## config.mk

```make
export PLATFORM = sky130hd
export DESIGN_NAME = match_search_arbiter_flat
export DESIGN_NICKNAME = d
export VERILOG_FILES = /design/src/rtl/match_search_arbiter_if.sv /design/src/rtl/match_search_arbiter.sv /design/src/flat_wrapper.sv
export SDC_FILE = /design/constraint.sdc
export NUM_CORES = 1
export LEC_CHECK = 0
export CELL_PAD_IN_SITES_DETAIL_PLACEMENT = 1
export CELL_PAD_IN_SITES_GLOBAL_PLACEMENT = 1
export CORE_ASPECT_RATIO = 0.9
export CORE_MARGIN = 2
export CORE_UTILIZATION = 40
export DETAILED_ROUTE_END_ITERATION = 10
export PLACE_DENSITY_LB_ADDON = 0.12
export SETUP_SLACK_MARGIN = 0.05
export SYNTH_ARGS = -nofsm -noshare
export SYNTH_HDL_FRONTEND = slang
export SYNTH_SLANG_ARGS = --single-unit
```

## constraint.sdc

```tcl
create_clock -name clock -period 2.6 [get_ports clock]
set_input_delay 0.52 -clock clock [delete_from_list [all_inputs] [get_ports clock]]
set_output_delay 0.52 -clock clock [all_outputs]
set_load 0.05 [all_outputs]
```

## src/rtl/match_search_arbiter_if.sv

```systemverilog
// ---------------------------------------------------------------------------
// match_search_arbiter_if
//   Bundles the requester handshake and the match-engine handshake seen by
//   match_search_arbiter.
//   master : client/engine side; drives req, eng_done and eng_location.
//   slave  : arbiter side; drives eng_start, grant, ack, result_valid,
//            result_loc and result_err.
// ---------------------------------------------------------------------------
interface match_search_arbiter_if #(
    parameter int NREQ = 4,
    parameter int AW   = 9
);
    logic [NREQ-1:0] req;
    logic            eng_done;
    logic [AW-1:0]   eng_location;
    logic            eng_start;
    logic [NREQ-1:0] grant;
    logic [NREQ-1:0] ack;
    logic            result_valid;
    logic [AW-1:0]   result_loc;
    logic            result_err;

    modport master (
        output req, eng_done, eng_location,
        input  eng_start, grant, ack, result_valid, result_loc, result_err
    );

    modport slave (
        input  req, eng_done, eng_location,
        output eng_start, grant, ack, result_valid, result_loc, result_err
    );
endinterface

```

## src/rtl/match_search_arbiter.sv

```systemverilog
// ---------------------------------------------------------------------------
// match_search_arbiter
//   Shares one pattern-match engine among NREQ requesters. A round-robin
//   arbiter picks a requester, pulses eng_start, waits for eng_done (or a
//   watchdog timeout), captures the match location and acks the owner.
//
//   Ports:
//     clock  : system clock
//     reset  : asynchronous, active-low
//     bus    : match_search_arbiter_if.slave
//              in : req[NREQ], eng_done, eng_location[AW]
//              out: eng_start, grant[NREQ] (one-hot owner), ack[NREQ],
//                   result_valid, result_loc[AW], result_err
//   All outputs are registered.
// ---------------------------------------------------------------------------
module match_search_arbiter #(
    parameter int NREQ    = 4,
    parameter int AW      = 9,
    parameter int TIMEOUT = 255
) (
    input  logic                  clock,
    input  logic                  reset,
    match_search_arbiter_if.slave bus
);
    localparam int IW = $clog2(NREQ);
    localparam logic [IW:0]  NREQ_W    = (IW+1)'(NREQ);
    localparam logic [15:0]  TIMEOUT_W = 16'(TIMEOUT);

    typedef enum logic [1:0] {IDLE, START, BUSY, RESP} state_t;

    state_t          state;
    logic [IW-1:0]   last_winner;
    logic [IW-1:0]   winner;
    logic [15:0]     timer;
    logic            eng_start;
    logic [NREQ-1:0] grant;
    logic [NREQ-1:0] ack;
    logic            result_valid;
    logic [AW-1:0]   result_loc;
    logic            result_err;

    // Round-robin pick: first set req bit at last_winner+1, +2, ... mod NREQ.
    logic [IW-1:0]   pick;
    logic            found;
    logic [IW:0]     rr_sum;

    // NOTE: every variable written here gets a default first so no latch is inferred.
    always_comb begin
        pick   = last_winner;
        found  = 1'b0;
        rr_sum = '0;
        for (int i = 1; i <= NREQ; i++) begin
            rr_sum = {1'b0, last_winner} + (IW+1)'(i);
            if (rr_sum >= NREQ_W) rr_sum = rr_sum - NREQ_W;
            if (!found && bus.req[rr_sum[IW-1:0]]) begin
                pick  = rr_sum[IW-1:0];
                found = 1'b1;
            end
        end
    end

    // Saturating increment; abort fires on the BUSY cycle the count reaches TIMEOUT.
    logic [15:0] timer_next;
    assign timer_next = (timer == 16'hFFFF) ? timer : timer + 16'd1;

    // NOTE: sequential state uses non-blocking assignments and an async reset;
    // pulse outputs default low each cycle and are raised only on state entry.
    always_ff @(posedge clock or negedge reset) begin
        if (!reset) begin
            state        <= IDLE;
            last_winner  <= IW'(NREQ - 1);
            winner       <= '0;
            timer        <= '0;
            eng_start    <= 1'b0;
            grant        <= '0;
            ack          <= '0;
            result_valid <= 1'b0;
            result_loc   <= '0;
            result_err   <= 1'b0;
        end else begin
            eng_start    <= 1'b0;
            ack          <= '0;
            result_valid <= 1'b0;
            case (state)
                IDLE: begin
                    if (|bus.req) begin
                        winner    <= pick;
                        grant     <= {{(NREQ-1){1'b0}}, 1'b1} << pick;
                        eng_start <= 1'b1;
                        state     <= START;
                    end
                end
                START: begin
                    // eng_done is ignored here; the engine has not seen start yet.
                    timer <= '0;
                    state <= BUSY;
                end
                BUSY: begin
                    timer <= timer_next;
                    // Done is checked first so a tie with the timeout is a success.
                    if (bus.eng_done || timer_next >= TIMEOUT_W) begin
                        result_loc   <= bus.eng_done ? bus.eng_location : '0;
                        result_err   <= !bus.eng_done;
                        ack          <= grant;
                        result_valid <= 1'b1;
                        grant        <= '0;
                        state        <= RESP;
                    end
                end
                RESP: begin
                    last_winner <= winner;
                    state       <= IDLE;
                end
                default: state <= IDLE;
            endcase
        end
    end

    assign bus.eng_start    = eng_start;
    assign bus.grant        = grant;
    assign bus.ack          = ack;
    assign bus.result_valid = result_valid;
    assign bus.result_loc   = result_loc;
    assign bus.result_err   = result_err;
endmodule

```

## src/flat_wrapper.sv

```systemverilog
// flat-port wrapper written by rule: the top's interface ports become plain ports
module match_search_arbiter_flat 
#(
    parameter int NREQ    = 4,
    parameter int AW      = 9,
    parameter int TIMEOUT = 255
)
  (clock, reset, bus_req, bus_eng_done, bus_eng_location, bus_eng_start, bus_grant, bus_ack, bus_result_valid, bus_result_loc, bus_result_err);
  match_search_arbiter_if #(.NREQ(NREQ), .AW(AW)) bus_i ();
  input  logic clock;
  input  logic reset;
  input wire logic [$bits(bus_i.req)-1:0] bus_req;
  input wire logic [$bits(bus_i.eng_done)-1:0] bus_eng_done;
  input wire logic [$bits(bus_i.eng_location)-1:0] bus_eng_location;
  output wire logic [$bits(bus_i.eng_start)-1:0] bus_eng_start;
  output wire logic [$bits(bus_i.grant)-1:0] bus_grant;
  output wire logic [$bits(bus_i.ack)-1:0] bus_ack;
  output wire logic [$bits(bus_i.result_valid)-1:0] bus_result_valid;
  output wire logic [$bits(bus_i.result_loc)-1:0] bus_result_loc;
  output wire logic [$bits(bus_i.result_err)-1:0] bus_result_err;
  assign bus_i.req = bus_req;
  assign bus_i.eng_done = bus_eng_done;
  assign bus_i.eng_location = bus_eng_location;
  assign bus_eng_start = bus_i.eng_start;
  assign bus_grant = bus_i.grant;
  assign bus_ack = bus_i.ack;
  assign bus_result_valid = bus_i.result_valid;
  assign bus_result_loc = bus_i.result_loc;
  assign bus_result_err = bus_i.result_err;
  match_search_arbiter #(.NREQ(NREQ), .AW(AW), .TIMEOUT(TIMEOUT)) u_core (.clock(clock), .reset(reset), .bus(bus_i));
endmodule
```

==> reports/qor.txt <==
startpoint types = flip-flop
clock sink total = 42
Die ar. = 0.006560 mm^2
diode count = 0
H-tree level count = 2
Register Area = 0.001056 mm^2
Nets = 319
DR pass1 iterations = 4
CP delay by family, top = simple AND/OR/NAND/NOR gates
HP Class = primary input to async pin
FF+latch count, synth = 42
Final Max Slew Viols = 0
cell count after synthesis = 242
Post-DP HPWL = 4.758 mm
pwr dens = 982.4 mW/mm^2
Placed Cells = 358
setup_tns = 0 ps
gp weighted congestion = 0.8367
register area share after synthesis = 44.43%
Core Area = 0.005693 mm^2
CTS tree = done
fillers = 650
PortBufs = 35
largest net degree at the start of global routing = 23
status = completed
GRT overflow = 0
row count = 26
Fin. Hold Viols = 0
critical path cell sequence = ha_1, nand3_2, buf_4, or3_1, o21ai_2, nor4_4, buf_4, o31ai_4, buf_12, mux2i_1
DR DRC count = 0
Post-synth EDFFs = 0
die height = 77.04 um
Arr. time, crit path = 2680 ps
Synth Flop Type = dfrtp_1
Routed Antenna Nets = 0
cell mode on critical path = buf_4
total chip power = 3.017 mW
Setup-failing EPs final = 0
fin util = 53.93%
Max-cap violations = 0
Mapped Nets = 262
RSZ-0062 raised after global routing = true
area of the multi-input gates = 0.001204 mm^2
ratio of cells with drive above 1 in the final layout = 21.00%
worst-skew pair later-pin latency = 290 ps
Die X = 85.16 um
Worst Setup SP = u_core.timer[0]
initial antenna violation count = 0
vias after detailed routing = 2112
VDD IR max = 587.2 uV
CP Buf/Inv Count = 3
Non-Filler Instances = 370
vias per inst = 5.708
Worst-path clk slew = 80 ps
CP Capture Type = flip-flop
Final min period = 2471 ps
I/O pin count = 36
Tcrit/Tclk final = 95.03%
post-detailed-route wirelength per cell = 17.15 um
Netlist Area Pre-Place = 0.002371 mm^2
max incr delay on CP = 370 ps
root buffer cell = clkbuf_8
Num CTS Buffers = 5
Longest Clk Path Bufs = 2
first-pass GRT wire length = 10.71 mm
Tot GR Track Use = 20.14%
DRC violation total after the first TritonRoute iteration = 152
critical path type = flip-flop to flip-flop
Synth async-reset ratio = 100.0%
clk_skew = 6.681 ps
Slew headroom = 65.08%
Worst R2R Start = u_core.timer[0]
final WL = 6.344 mm
synth unique cells = 55
Yosys Warn Count = 0
Area Growth Syn to Fin = 29.50%
vias in the first global route = 2160
P_leak = 1.317 nW
Worst Path Required = 2800 ps
Max Fanout on Critical Path = 15
Max Fclk = 404.7 MHz
slew at the pin closest to its max-slew limit = 522.1 ps
Starting Density = 41.65%
syn_area_per_cell = 9.798 um^2
cts hold-fix bufs = 0
critical path's slowest cell = dfrtp_1
layout make-up:
type	instances	share of cell area (%)
Multi-Input combinational cell	170	39.20
Sequential cell	42	34.39
Timing Repair Buffer	63	18.50
Tap cell	70	2.852
Clock buffer	7	2.812
Inverter	17	2.078
Clock inverter	1	0.1630
state kept, by name (all words and copies together), names as in the netlist:
register and cells:
u_core.bus.result_err 1, u_core.timer 16, u_core.winner 2, u_core.last_winner 2, u_core.bus.result_valid 1, u_core.bus.result_loc 9
u_core.bus.eng_start 1, u_core.bus.grant 4, u_core.state 2, u_core.bus.ack 4
power breakdown:
part           switching (mW)  leakage (nW)  internal (mW)
logic                    1.03         0.722          0.607
registers               0.119         0.546          0.833
clock network           0.216        0.0482          0.214
Yosys cell counts, types with 2 or more instances:
cell,count,area (um^2)
o211ai_2,2,25.02
o31ai_1,5,37.54
inv_1,17,63.81
buf_2,2,10.01
nor3b_1,3,22.52
a2bb2oi_1,2,17.52
or3_1,3,18.77
nor2_1,12,45.04
nand4_2,2,25.02
o21ai_0,17,85.08
nor3_1,4,20.02
nor4_2,2,25.02
o22ai_1,5,31.28
dfrtp_1,40,1001
ha_1,4,50.05
clkbuf_1,6,22.52
mux2i_1,3,30.03
and4_1,2,17.52
a22o_1,9,78.83
dfstp_2,2,52.55
a41oi_1,3,26.28
nand3_1,5,25.02
mux2_2,2,22.52
o41ai_1,3,26.28
a21o_1,3,22.52
buf_6,3,33.78
nand2_1,27,101.4
a21oi_1,17,85.08
nor4_1,4,25.02
o31a_1,3,26.28
nor4_4,2,42.54
nand2b_1,2,12.51
or4_1,3,22.52
nand4_1,2,12.51
cells in the final DEF, fill, tap and decap left out, types with 6 or more instances in the layout:
master,count
nand2_1,27
buf_4,27
o21ai_0,17
inv_1,17
a22o_1,9
a21oi_1,17
clkbuf_8,6
dfrtp_1,38
nor2_1,12
clkdlybuf4s50_1,34
worst paths after layout:
check,slack (ps),endpoint,cells past startpoint
max in group asynchronous,2110,u_core.last_winner[0],2
worst min-delay path,200,u_core.timer[6],2
worst max-delay path,130,u_core.bus.result_err,10
min in group clock,500,u_core.winner[1],2
worst max register to register,130,u_core.bus.result_err,10
worst min register to register,500,u_core.winner[1],2
kinds of logic after synthesis:
group	count (synthesis)	synth area share [%]
xor+xnor	1	0.6862
simple gates	81	20.84
buf+inv	30	5.963
mux	5	2.216
compound gates	79	23.75
flops	42	44.43
fa+ha+maj	4	2.111
timing repair:
item,4_1_cts,5_1_grt
pin swaps,1,3
gates resized for setup,1,6
endpoints found under the setup margin,21,12
buffers inserted,1,3
endpoints found under the hold margin,0,0
metrics by stage:
| step | hold WS, ps | instance area, um^2 | worst slack [ps] |
|---|---|---|---|
| 2_1_floorplan | 224.4 | 2371 | 217.4 |
| 3_3_place_gp | 473.8 | 2907 | 36.00 |
| 3_5_place_dp | 486.9 | 2907 | -144.6 |
| 4_1_cts | 208.4 | 3027 | 87.98 |
| 5_1_grt | 222.2 | 3070 | 19.58 |
| 6_report | 203.0 | 3070 | 129.2 |
layer usage:
metal	global-route usage (%)	part of all wire (%)	up-vias	wire (um)
met4	4.444	0.73	0	46
li1	-	-	1009	-
met3	3.983	2.9	4	181
met2	30.00	46	28	2908
met1	30.23	51	1071	3208
met5	0	0	-	0
No activity file was read; power rests on OpenSTA's default activity.
